--- src/rtl/pulse_stretcher_pkg.sv ---
// Shared constants and state encoding for the pulse stretcher.
package pulse_stretcher_pkg;

    localparam int CNT_W  = 8;
    localparam int PEND_W = 4;

    typedef enum logic [1:0] {
        ST_IDLE = 2'd0,
        ST_HIGH = 2'd1,
        ST_GAP  = 2'd2
    } state_t;

endpackage

--- src/rtl/pulse_stretcher_if.sv ---
// Strobe/clear inputs and pulse/status outputs of the pulse stretcher.
interface pulse_stretcher_if;

    logic                                   STB;
    logic                                   CLR;
    logic                                   O;
    logic                                   BUSY;
    logic [pulse_stretcher_pkg::PEND_W-1:0] PEND;
    logic                                   OVF;

    modport master (output STB, CLR, input  O, BUSY, PEND, OVF);
    modport slave  (input  STB, CLR, output O, BUSY, PEND, OVF);

endinterface

--- src/rtl/pulse_stretcher_pend_counter.sv ---
// Saturating up/down counter for pending events; ovf pulses when an
// increment is refused because the count already sits at max.
module pend_counter
    import pulse_stretcher_pkg::*;
#(
    parameter int W = PEND_W
) (
    input  logic         CLK,
    input  logic         RST,
    input  logic         inc,
    input  logic         dec,
    input  logic [W-1:0] max,
    output logic [W-1:0] count,
    output logic         ovf
);

    assign ovf = inc && !dec && (count == max);

    // NOTE: sequential state is always assigned with <= so every flop samples pre-edge values.
    always_ff @(posedge CLK or posedge RST) begin
        if (RST) begin
            count <= '0;
        end else if (inc && !dec && count != max) begin
            count <= count + 1'b1;
        end else if (dec && !inc && count != '0) begin
            count <= count - 1'b1;
        end
    end

endmodule

--- src/rtl/pulse_stretcher.sv ---
// Stretches one-cycle strobes into HIGH_LEN-high / GAP_LEN-low pulses.
// Define PULSE_STRETCHER_QUEUE_EN to queue strobes that arrive while busy.
module pulse_stretcher
    import pulse_stretcher_pkg::*;
#(
    parameter int HIGH_LEN = 8,
    parameter int GAP_LEN  = 2,
    parameter int PEND_MAX = 8
) (
    input  logic               CLK,
    input  logic               RST,
    pulse_stretcher_if.slave   bus
);

    localparam logic [CNT_W-1:0]  HIGH_LOAD  = CNT_W'(HIGH_LEN - 1);
    localparam logic [CNT_W-1:0]  GAP_LOAD   = CNT_W'(GAP_LEN - 1);
    localparam logic [PEND_W-1:0] PEND_LIMIT = PEND_W'(PEND_MAX);

    state_t             state, state_next;
    logic [CNT_W-1:0]   cnt, cnt_next;
    logic               o_q, busy_q, ovf_q;
    logic               o_next, busy_next, ovf_next;
    logic               start, event_req, ovf_set;
    logic               inc, dec, drop;
    logic [PEND_W-1:0]  pend;
    logic               pend_any;

    assign pend_any  = (pend != '0);
    assign event_req = bus.STB || pend_any;

`ifdef PULSE_STRETCHER_QUEUE_EN
    // A strobe that starts a pulse while events wait is enqueued behind them,
    // and the oldest waiting event is the one consumed.
    assign dec     = start && pend_any;
    assign inc     = bus.STB && !(start && !pend_any);
    assign ovf_set = drop;
`else
    // Without a queue the counter idles at zero; any strobe not taken is lost.
    assign dec     = 1'b0;
    assign inc     = 1'b0;
    assign ovf_set = drop || (bus.STB && !start);
`endif

    pend_counter #(.W(PEND_W)) u_pend (
        .CLK   (CLK),
        .RST   (RST),
        .inc   (inc),
        .dec   (dec),
        .max   (PEND_LIMIT),
        .count (pend),
        .ovf   (drop)
    );

    always_ff @(posedge CLK or posedge RST) begin
        if (RST) begin
            state  <= ST_IDLE;
            cnt    <= '0;
            o_q    <= 1'b0;
            busy_q <= 1'b0;
            ovf_q  <= 1'b0;
        end else begin
            state  <= state_next;
            cnt    <= cnt_next;
            o_q    <= o_next;
            busy_q <= busy_next;
            ovf_q  <= ovf_next;
        end
    end

    always_comb begin
        // NOTE: defaults first so no path through the case leaves a latch.
        state_next = state;
        cnt_next   = cnt;
        start      = 1'b0;
        case (state)
            ST_IDLE: begin
                if (event_req) begin
                    start      = 1'b1;
                    state_next = ST_HIGH;
                    cnt_next   = HIGH_LOAD;
                end
            end
            ST_HIGH: begin
                if (cnt != '0) begin
                    cnt_next = cnt - 1'b1;
                end else begin
                    state_next = ST_GAP;
                    cnt_next   = GAP_LOAD;
                end
            end
            ST_GAP: begin
                if (cnt != '0) begin
                    cnt_next = cnt - 1'b1;
                end else if (event_req) begin
                    start      = 1'b1;
                    state_next = ST_HIGH;
                    cnt_next   = HIGH_LOAD;
                end else begin
                    state_next = ST_IDLE;
                end
            end
            default: begin
                state_next = ST_IDLE;
                cnt_next   = '0;
            end
        endcase
    end

    always_comb begin
        o_next    = (state_next == ST_HIGH);
        busy_next = (state_next != ST_IDLE);
        ovf_next  = ovf_q;
        if (ovf_set) begin
            ovf_next = 1'b1;
        end else if (bus.CLR) begin
            ovf_next = 1'b0;
        end
    end

    assign bus.O    = o_q;
    assign bus.BUSY = busy_q;
    assign bus.PEND = pend;
    assign bus.OVF  = ovf_q;

endmodule

--- src/flat_wrapper.sv ---
// flat-port wrapper written by rule: the top's interface ports become plain ports
module pulse_stretcher_flat import pulse_stretcher_pkg::*;
#(
    parameter int HIGH_LEN = 8,
    parameter int GAP_LEN  = 2,
    parameter int PEND_MAX = 8
)
  (CLK, RST, bus_STB, bus_CLR, bus_O, bus_BUSY, bus_PEND, bus_OVF);
  pulse_stretcher_if bus_i ();
  input  logic CLK;
  input  logic RST;
  input wire logic [$bits(bus_i.STB)-1:0] bus_STB;
  input wire logic [$bits(bus_i.CLR)-1:0] bus_CLR;
  output wire logic [$bits(bus_i.O)-1:0] bus_O;
  output wire logic [$bits(bus_i.BUSY)-1:0] bus_BUSY;
  output wire logic [$bits(bus_i.PEND)-1:0] bus_PEND;
  output wire logic [$bits(bus_i.OVF)-1:0] bus_OVF;
  assign bus_i.STB = bus_STB;
  assign bus_i.CLR = bus_CLR;
  assign bus_O = bus_i.O;
  assign bus_BUSY = bus_i.BUSY;
  assign bus_PEND = bus_i.PEND;
  assign bus_OVF = bus_i.OVF;
  pulse_stretcher #(.HIGH_LEN(HIGH_LEN), .GAP_LEN(GAP_LEN), .PEND_MAX(PEND_MAX)) u_core (.CLK(CLK), .RST(RST), .bus(bus_i));
endmodule
--- config.mk ---
export PLATFORM = sky130hd
export DESIGN_NAME = pulse_stretcher_flat
export DESIGN_NICKNAME = d
export VERILOG_FILES = /design/src/rtl/pulse_stretcher_pkg.sv /design/src/rtl/pulse_stretcher_if.sv /design/src/rtl/pulse_stretcher_pend_counter.sv /design/src/rtl/pulse_stretcher.sv /design/src/flat_wrapper.sv
export SDC_FILE = /design/constraint.sdc
export NUM_CORES = 1
export LEC_CHECK = 0
export CAP_MARGIN = 20
export CORE_MARGIN = 4
export CORE_UTILIZATION = 56
export CTS_CLUSTER_DIAMETER = 40
export DETAILED_ROUTE_END_ITERATION = 8
export GPL_ROUTABILITY_DRIVEN = 0
export PLACE_DENSITY_LB_ADDON = 0.05
export SYNTH_ARGS = -nofsm -noshare
export SYNTH_HDL_FRONTEND = slang
export SYNTH_SLANG_ARGS = --single-unit
export TNS_END_PERCENT = 50
--- constraint.sdc ---
create_clock -name CLK -period 3.44 [get_ports CLK]
set_input_delay 0.516 -clock CLK [delete_from_list [all_inputs] [get_ports CLK]]
set_output_delay 0.516 -clock CLK [all_outputs]
set_load 0.01 [all_outputs]
After elaboration in Yosys (flattened, before gate mapping):

Index checks and enable logic that the tools add are counted.

* output and inout bits: 7
* input bits: 4
* memories kept: 0
* register bits after elaboration: 13
* ROM bits: 0
* latch bits: 0
* bits in writable memories: 0

* equality and inequality tests: 3
* shift-type cells: 0
* magnitude comparators: 0
* multiplexer cells: 14
* bitwise operators: 0
* $mul: 0
* reduce and logical (&&, ||, !) cells: 6
* div/mod/pow operators: 0
* $add $sub $neg: 1

Operators with widths (count)
* 8-bit two-way mux: 3
* 8-bit one-hot mux with 3 select lines: 1
* 8-bit nonzero test: 1
* 8-bit by 1-bit subtractor with 8-bit output, second input constant: 1
* 2-bit two-way mux: 3
* 2-bit one-hot mux with 3 select lines: 1
* 1-bit two-way mux: 5
* 2-bit by 1-bit equality test with 1-bit output, second input constant: 2
* 2-bit nonzero test: 2
* 2-bit equality test, second input constant: 1
* 2-bit logical NOT: 1
* 1-bit one-hot mux with 2 select lines: 1
* 1-bit logical AND: 1
* 1-bit logical NOT: 1

Logic depth before layout (Yosys ltp):

Gate-level depths: netlist of the first run.

* word-level depth: 6
* gate-level depth with buffers: 6

Cells and area by module:

Synthesis of the first run repeated with hierarchy kept, for this count alone.

* cell total of the unflattened synthesis: 124
* area, all modules: 1124.8 sq um

By module, submodules not included
* pulse_stretcher: times used 1, sequential area each 325.3 sq um, cells each 91, area each 784.5 sq um
* pend_counter: times used 1, sequential area each 100.1 sq um, cells each 33, area each 340.3 sq um

Worst setup path before layout of the first run:

OpenSTA, ideal clock, no wires.

* kind: register to register
* start: register u_core.cnt[0]
* end: register u_core.cnt[2]
* slack: 1.971 ns
* data arrival time: 1.341 ns
* cell stages (with the launch flop): 7
* data required time: 3.312 ns
* cell sequence: dfrtp_1 -> inv_1 -> ha_1 -> or3b_4 -> nor2_4 -> a211o_1 -> o21ai_2

* word-level cells in the longest chain between the ends: 3

Ends and longest elaborated chain
* start: declaration: line pulse_stretcher.sv:20 `logic [CNT_W-1:0] cnt, cnt_next;`
* start signal: assignment: line pulse_stretcher.sv:63 `cnt <= cnt_next;`
* 8-bit by 1-bit subtractor with 8-bit output / 8-bit nonzero test (equally long branches)
* 8-bit two-way mux, on equally long branches: line pulse_stretcher.sv:92, pulse_stretcher.sv:84
* 8-bit one-hot mux with 3 select lines *: line pulse_stretcher.sv:75 `case (state)`
* named net u_core.cnt_next[2]: line pulse_stretcher.sv:20

Mark *: on every way through the listed nets, which the timed path passes. The rest lies on a longest branch.
A chain may end at the register's enable or synchronous reset.

Worst setup path after layout of the first run:

* start: register u_core.ovf_q, in the netlist u_core.bus.OVF
* end: output bus_OVF

RTL lines
* start: declaration: line pulse_stretcher.sv:21 `logic o_q, busy_q, ovf_q;`
* start signal: assignment: line pulse_stretcher.sv:66 `ovf_q <= ovf_next;`
* end: declaration: line flat_wrapper.sv:17 `output wire logic [$bits(bus_i.OVF)-1:0] bus_OVF;`

No word-level cell between the ends.

==> results of run 1 <==
-- path summary, 6_finish.rpt --
check                               start         endpoint  slack (ps)  cells past startpoint
min in group asynchronous             RST  u_core.bus.BUSY         560                      2
setup reg to reg            u_core.cnt[4]   u_core.bus.OVF        1780                      4
hold / removal             u_core.bus.OVF   u_core.bus.OVF         530                      2
setup / recovery           u_core.bus.OVF          bus_OVF        1770                      1
max in group asynchronous             RST    u_core.cnt[2]        2550                      2
hold reg to reg            u_core.bus.OVF   u_core.bus.OVF         530                      2
-- cells by family after synthesis --
| family | synth area share |
|---|---|
| buffers and inverters | 0.0736 |
| and+or+nand+nor | 0.181 |
| xor gates and xnor gates | 0.0560 |
| DFF | 0.416 |
| AOI/OAI and AO/OA | 0.237 |
| adders and majority gates | 0.0320 |
| other | 0.00480 |
-- layer usage --
layer	track usage	part of all wire	vias up
met5	0	0	-
met4	0.105	0.020	0
met3	0.0356	0.045	2
met2	0.209	0.46	13
met1	0.241	0.48	275
li1	-	-	299
-- final cells by class --
class / count / area [um2] / share of cell area
multi-input cells: 62 / 410 / 0.477
flip-flops and latches: 13 / 325 / 0.378
repair buffers: 6 / 60.1 / 0.0699
clock buffers: 4 / 26.3 / 0.0306
inverters: 5 / 18.8 / 0.0218
well taps: 15 / 18.8 / 0.0218
-- sequential cells by signal, indices dropped and copies added (netlist names) --
signal,count
u_core.bus.O,1
u_core.bus.BUSY,1
u_core.state,2
u_core.bus.OVF,1
u_core.cnt,8
-- stage by stage --
step                total power, mW  cell area, um2   util
floorplan                     0.538             793      -
global placement              0.609             833  0.640
detailed placement            0.612             833  0.640
CTS                           0.710             860  0.661
global route                  0.767             860  0.661
finish                        0.706             860  0.661
-- where the power goes --
group | internal, mW | leakage (nW) | switching, mW | total (mW)
registers | 0.212 | 0.152 | 0.0771 | 0.290
logic | 0.159 | 0.195 | 0.163 | 0.322
clock network | 0.0451 | 0.0150 | 0.0500 | 0.0950
total | 0.416 | 0.362 | 0.290 | 0.706
-- tightest hold or removal path: cells and delay by family (launching register included) --
| kind | cells | cell delay (ps) |
|---|---|---|
| buf+inv | 1 | 50 |
| flops | 1 | 380 |
| compound gates | 1 | 60 |
-- placed cells by master (no fill, tap or decap), types with 3 or more instances in the layout --
cell type / instances
dfrtp_1: 13
o21ai_0: 9
nand2_1: 7
clkdlybuf4s50_1: 6
inv_1: 5
nor2_1: 5
xor2_1: 5
conb_1: 4
a211oi_1: 3
clkbuf_4: 3
==> results.py, run 1 <==
metrics = {
    "flow_run": {
        "max-cap-violations": 0,
    },
    "clock_tree": {
        "cts_num_sinks": 13,
        "clkLatencyLatePin_ps": 280,
        "cts-resized-gates": 0,
        "post-cts-setup-buffers": 0,
        "path_clk_slew_ps": 80,
        "root_buffer": "clkbuf_4",
        "cts_buffers": 3,
        "cts.htree.levels": 1,
        "cts_tree": "yes",
        "holdBufCountCts": 0,
        "cts.path.max_buffers": 2,
    },
    "timing": {
        "fin_crit_ps": 1670,
        "finalCritPeriodShare": 0.486,
        "tightest_slew_ps": 591,
        "setup_viol": 0,
        "worst_hold_slack_ps": 532,
        "max_freq_mhz": 598,
        "final.setup.tns_ps": 0,
        "grt_setup_unrepaired": "false",
        "maxSlewViolCount": 0,
        "skew_ps": 0.882,
        "finalWorstSetupSlack_ps": 1770,
        "hold_viol": 0,
        "relSlewSlack": 0.603,
    },
    "cells_and_area": {
        "drive_gt1_frac": 0.111,
        "fin_cells": 105,
        "area_growth_pct": 9.92,
        "antenna_cells": 0,
        "finalNetCount": 97,
        "fill_cells": 108,
    },
    "global_routing": {
        "grt_antenna_before_repair": 0,
        "overflow": 0,
        "grt_usage": 0.163,
        "grt_max_degree": 16,
        "grt_pass1_vias": 538,
        "grt_pass1_wl_um": 2400,
    },
    "route": {
        "via_per_inst": 5.61,
        "drt_wl_total_um": 1370,
        "drtIter0Drc": 19,
        "wl_per_cell_um": 13.1,
        "drc": 0,
        "final_antenna_net_count": 0,
        "num_vias": 589,
        "drt_pass1_iterations": 4,
    },
    "worst_setup_path": {
        "cp_slowest_stage_delay_ps": 530,
        "path_cells": "clkdlybuf4s50_1",
        "cp-end-kind": "output pin",
        "worst-setup-path-type": "reg -> out",
        "start_kind": "flip-flop",
        "critPathRequiredTime_ps": 2920,
        "critPathSlowestCell": "clkdlybuf4s50_1",
        "crit_fanout": 2,
        "cp.arrival_ps": 1160,
        "critPathTopFamily": "buffers and inverters",
        "crit_buf_inv": 1,
    },
    "power": {
        "ir_drop_mv": 0.392,
        "powerDensity_mw_per_mm2": 822,
        "power.leakage_nw": 0.362,
    },
    "yosys": {
        "ys_seq_elements": 13,
        "synthTopCellsByArea": "dfrtp_1 (42%), o21ai_0 (5.8%), xor2_1 (5.6%)",
        "synth_commonest_cells": "dfrtp_1 (13), o21ai_0 (9), nand2_1 (7)",
        "synth_cells": 83,
        "syn-cell-area_um2": 782,
        "ys_dominant_reg_cell": "dfrtp_1",
        "yosysTopAreaCell": "dfrtp_1",
        "yosys_warnings": 0,
        "yosysMostFrequentCell": "dfrtp_1",
        "synth.distinct_cells": 31,
        "synthArstFlopShare": 1.00,
        "synth_edf_count": 0,
        "avgSynthCellArea_um2": 9.42,
        "seq_area_frac_synth": 0.416,
        "synth_top_cell_area_share": 0.416,
    },
    "floorplanning": {
        "die_area_mm2": 0.00206,
        "rows": 13,
        "io_pins": 11,
        "initial_core_util": 0.601,
        "core_area_mm2": 0.00130,
        "die_w_um": 45.4,
        "die_h_um": 45.4,
    },
    "placement": {
        "place_hpwl_um": 1030,
        "dp_worst_setup_slack_ps": 1630,
        "dp_cells": 101,
        "port_buffers": 6,
    },
    "worst_hold_path": {
        "hold_path_class": "reg -> reg",
    },
    "outcome": {
        "status": "completed",
    },
}
Power figures use the tool's default switching activity.
==> run 2: changes to the inputs <==
--- a/config.mk
+++ b/config.mk
@@ -6,8 +6,9 @@
 export NUM_CORES = 1
 export LEC_CHECK = 0
 export CAP_MARGIN = 20
+export CORE_ASPECT_RATIO = 1.1
 export CORE_MARGIN = 4
-export CORE_UTILIZATION = 56
+export CORE_UTILIZATION = 52
 export CTS_CLUSTER_DIAMETER = 40
 export DETAILED_ROUTE_END_ITERATION = 8
 export GPL_ROUTABILITY_DRIVEN = 0
==> constraint.sdc (replaced) <==
create_clock -name CLK -period 1.6 [get_ports CLK]
set_input_delay 0.24 -clock CLK [delete_from_list [all_inputs] [get_ports CLK]]
set_output_delay 0.24 -clock CLK [all_outputs]
set_load 0.01 [all_outputs]
==> results.py, run 2 (synthesis results as in run 1) <==
metrics = {
    "outcome": {
        "status": "completed",
    },
    "timing": {
        "relSlewSlack": 0.665,
        "grt_setup_unrepaired": "true",
        "finalCritPeriodShare": 0.998,
        "setup_viol": 0,
        "worst_hold_slack_ps": 270,
        "tightest_slew_ps": 503,
        "max_freq_mhz": 626,
        "hold_viol": 0,
        "skew_ps": 5.79,
        "fin_crit_ps": 1600,
        "maxSlewViolCount": 0,
    },
    "worst_setup_path": {
        "reg2reg_from": "u_core.cnt[0]",
        "worst-setup-path-type": "reg -> reg",
        "endpoint": "u_core.cnt[1]",
        "critPathTopFamily": "compound AO/OA/AOI/OAI gates",
        "setup.worst_path.start": "u_core.cnt[0]",
        "crit_fanout": 5,
        "cp_slowest_stage_delay_ps": 420,
        "critPathSlowestCell": "or3b_4",
        "start_kind": "flip-flop",
        "crit_buf_inv": 1,
        "cp-end-kind": "flip-flop",
        "rr_worst_depth": 6,
        "path_depth": 6,
        "cp.arrival_ps": 1810,
        "path_cells": "inv_2 > ha_4 > or3b_4 > o21ai_4 > o21ai_1 > o21ai_1",
        "critPathRequiredTime_ps": 1820,
        "crit_path_frequent_cell": "o21ai_1",
        "worstReg2RegEnd": "u_core.cnt[1]",
        "r2r_slack_ps": 3,
    },
    "cells_and_area": {
        "area_growth_pct": 26.7,
        "regMostFlops": "u_core.cnt",
        "finalNetCount": 111,
        "drive_gt1_frac": 0.288,
        "mostFrequentLayoutCell": "buf_4",
        "largest_reg_flops": 8,
        "final_area_um2": 991,
        "top_regs": "u_core.cnt (8), u_core.state (2)",
        "layout_common_cells": "buf_4 (14), dfrtp_1 (13), o21ai_0 (8)",
        "antenna_cells": 0,
    },
    "power": {
        "powerDensity_mw_per_mm2": 1840,
        "ir_drop_mv": 0.956,
        "power.leakage_nw": 0.435,
    },
    "clock_tree": {
        "cts_tree": "yes",
        "cts_num_sinks": 13,
        "cts_buffers": 3,
        "cts.path.max_buffers": 2,
        "path_clk_slew_ps": 90,
        "clkLatencyLatePin_ps": 280,
        "root_buffer": "clkbuf_4",
        "cts.htree.levels": 1,
        "holdBufCountCts": 0,
    },
    "global_routing": {
        "overflow": 0,
        "grt_pass1_vias": 658,
        "grt_usage": 0.178,
        "grt_pass1_wl_um": 2930,
        "grt_max_degree": 14,
        "grt_antenna_before_repair": 0,
    },
    "route": {
        "via_per_inst": 5.88,
        "drt_pass1_iterations": 4,
        "num_vias": 706,
        "wl_per_cell_um": 15.0,
        "drc": 0,
        "drtIter0Drc": 12,
        "final_antenna_net_count": 0,
        "drt_wl_total_um": 1800,
    },
    "placement": {
        "port_buffers": 6,
        "placed_area_um2": 902,
        "place_hpwl_um": 1220,
    },
    "floorplanning": {
        "die_w_um": 45.0,
        "die_area_mm2": 0.00219,
        "initial_core_util": 0.558,
        "die_h_um": 48.7,
        "rows": 14,
        "core_area_mm2": 0.00140,
        "io_pins": 11,
    },
    "worst_hold_path": {
        "hold_path_class": "in -> async",
    },
    "flow_run": {
        "max-cap-violations": 0,
    },
}
[run 2: final cells by class]
| cell class | instances | area, um2 |
|---|---|---|
| Clock buffer | 3 | 22.5 |
| Sequential cell | 13 | 325 |
| Clock inverter | 1 | 5.00 |
| Inverter | 5 | 18.8 |
| Multi-Input combinational cell | 62 | 434 |
| Tap cell | 16 | 20.0 |
| Timing Repair Buffer | 20 | 165 |
| Fill cell | 118 | 410 |
[run 2: repair_timing]
action | CTS | global route
pin swaps | 2 | 6
gates resized for setup | 1 | 6
gates cloned | 0 | 0
setup buffers | 1 | 4
setup endpoints to repair | 3 | 11
[run 2: routing by layer]
| layer | track usage | vias to the layer above | part of all wire | wire, um |
|---|---|---|---|---|
| li1 | - | 328 | - | - |
| met1 | 0.233 | 346 | 0.43 | 767 |
| met2 | 0.274 | 28 | 0.49 | 876 |
| met3 | 0.0222 | 4 | 0.065 | 117 |
| met4 | 0.102 | 0 | 0.019 | 34 |
| met5 | 0 | - | 0 | 0 |
[run 2: metrics by stage]
stage / power, mW / worst slack (ps) / cells / TNS (ps) / utilization
after detailed placement: 1.46 / 4.01 / 111 / 0 / 0.644
after CTS: 1.69 / 7.98 / 116 / 0 / 0.669
after global routing: 1.97 / -40.8 / 120 / -110 / 0.707
final: 1.83 / 3.25 / 120 / 0 / 0.707
after floorplan: 1.16 / 131 / 86 / 0 / -
after global placement: 1.45 / 50.6 / 111 / 0 / 0.644
[run 2: worst min path at each step]
stage	end	slack, ps	depth (start not counted)
after floorplan	u_core.bus.BUSY	120	1
after global placement	u_core.cnt[7]	520	1
after detailed placement	u_core.bus.OVF	520	2
after CTS	u_core.bus.OVF	280	2
after global routing	u_core.bus.OVF	320	2
final	u_core.bus.BUSY	270	2
[run 2: report_power, final]
group	switching, mW	internal, mW
clock	0.117	0.0929
combinational	0.509	0.537
sequential	0.112	0.457
==> run 3: changes to the inputs <==
--- a/config.mk
+++ b/config.mk
@@ -6,7 +6,6 @@
 export NUM_CORES = 1
 export LEC_CHECK = 0
 export CAP_MARGIN = 20
-export CORE_ASPECT_RATIO = 1.1
 export CORE_MARGIN = 4
 export CORE_UTILIZATION = 52
 export CTS_CLUSTER_DIAMETER = 40
==> results.py, run 3 (synthesis results as in run 1) <==
metrics = {
    "clock_tree": {
        "path_clk_slew_ps": 80,
        "clkLatencyLatePin_ps": 280,
        "cts.path.max_buffers": 2,
        "cts.htree.levels": 1,
        "cts_buffers": 3,
        "cts_tree": "yes",
        "root_buffer": "clkbuf_4",
        "cts_num_sinks": 13,
    },
    "route": {
        "num_vias": 679,
        "final_antenna_net_count": 0,
        "top_layer": "met4",
        "drc": 0,
        "drt_pass1_iterations": 4,
        "wl_met2_um": 833,
        "dr_wl_met3_um": 81,
        "drtIter0Drc": 10,
        "via_per_inst": 5.71,
        "drt_wl_total_um": 1790,
        "wl_met1_um": 827,
        "wl_per_cell_um": 15.1,
    },
    "global_routing": {
        "overflow": 0,
        "grt_max_degree": 14,
        "grt_pass1_wl_um": 2940,
        "grt_pass1_vias": 718,
        "grt_usage": 0.188,
        "grt_antenna_before_repair": 0,
    },
    "cells_and_area": {
        "layout_common_cells": "buf_4 (14), dfrtp_1 (13), o21ai_0 (9)",
        "fill_cells": 119,
        "drive_gt1_frac": 0.279,
        "regMostFlops": "u_core.cnt",
        "top_regs": "u_core.cnt (8), u_core.state (2)",
        "mostFrequentLayoutCell": "buf_4",
        "finalNetCount": 111,
        "area_growth_pct": 26.1,
        "utilization": 0.722,
        "antenna_cells": 0,
        "largest_reg_flops": 8,
    },
    "power": {
        "ir_drop_mv": 0.929,
        "power.leakage_nw": 0.434,
        "powerDensity_mw_per_mm2": 1820,
    },
    "timing": {
        "setup_viol": 0,
        "grt_setup_unrepaired": "true",
        "fin_crit_ps": 1580,
        "skew_ps": 5.28,
        "max_freq_mhz": 632,
        "finalCritPeriodShare": 0.989,
        "hold_viol": 0,
        "finalWorstSetupSlack_ps": 18.1,
        "maxSlewViolCount": 0,
    },
    "flow_run": {
        "max-cap-violations": 0,
    },
    "worst_setup_path": {
        "worstReg2RegEnd": "u_core.cnt[0]",
        "worst-setup-path-type": "reg -> reg",
        "reg2reg_from": "u_core.cnt[0]",
        "cp.arrival_ps": 1770,
        "critPathRequiredTime_ps": 1790,
        "critPathSlowestCell": "or3b_4",
        "cp_slowest_stage_delay_ps": 410,
        "cp-end-kind": "flip-flop",
        "rr_worst_depth": 6,
        "crit_buf_inv": 1,
        "r2r_slack_ps": 20,
        "critPathTopFamily": "simple AND/OR/NAND/NOR gates",
        "crit_fanout": 7,
        "path_cells": "inv_2 > ha_4 > or3b_4 > nor2_4 > o21ai_2 > a31oi_1",
        "start_kind": "flip-flop",
    },
    "floorplanning": {
        "die_h_um": 46.8,
        "rows": 13,
        "die_area_mm2": 0.00219,
        "io_pins": 11,
        "initial_core_util": 0.572,
        "die_w_um": 46.8,
        "core_area_mm2": 0.00137,
    },
    "placement": {
        "port_buffers": 6,
        "place_hpwl_um": 1260,
        "dp_worst_setup_slack_ps": 13.8,
    },
    "worst_hold_path": {
        "hold_path_class": "in -> async",
    },
    "outcome": {
        "status": "completed",
    },
}
[run 3: area by class of cell]
class                   instances  area, um2  share of cell area
multi-input cells              62        432               0.438
flip-flops and latches         13        325               0.330
repair buffers                 20        165               0.168
clock buffers                   4       26.3              0.0266
inverters                       5       18.8              0.0190
well taps                      15       18.8              0.0190
[run 3: power breakdown]
part | leakage (nW) | switching, mW | total [mW] | internal [mW]
registers | 0.152 | 0.105 | 0.562 | 0.457
clock network | 0.0150 | 0.110 | 0.207 | 0.0966
logic | 0.267 | 0.506 | 1.02 | 0.519
[run 3: routing by layer]
| layer | track usage | vias to the layer above |
|---|---|---|
| met5 | 0 | - |
| met4 | 0.105 | 0 |
| met3 | 0.0383 | 6 |
| met2 | 0.306 | 16 |
| met1 | 0.232 | 326 |
| li1 | - | 331 |
[run 3: through the flow]
stage          instances  cell area [um2]  TNS, ps  hold slack [ps]  power, mW
6_report             119              986        0              285       1.79
5_1_grt              119              986     -163              317       1.94
4_1_cts              118              957        0              309       1.72
3_5_place_dp         113              923        0              527       1.49
3_3_place_gp         113              923        0              513       1.48
2_1_floorplan         86              793        0              117       1.16
[run 3: worst max-delay path by stage]
| stage | from | slack [ps] | end | cells after the start |
|---|---|---|---|---|
| 6_report | u_core.cnt[0] | 20 | u_core.cnt[0] | 6 |
| 4_1_cts | u_core.cnt[0] | 3 | u_core.cnt[0] | 6 |
| 3_5_place_dp | u_core.cnt[0] | 10 | u_core.cnt[0] | 6 |
| 2_1_floorplan | u_core.cnt[0] | 130 | u_core.cnt[2] | 6 |
| 3_3_place_gp | u_core.cnt[0] | 30 | u_core.cnt[0] | 6 |
| 5_1_grt | u_core.cnt[0] | -40 | u_core.cnt[0] | 6 |
[run 3: timing repair]
item / 4_1_cts / 5_1_grt
hold buffers: 0 / 0
setup buffers: 1 / 1
resized for setup: 0 / 6
pin swaps: 1 / 3
endpoints found under the setup margin: 1 / 10
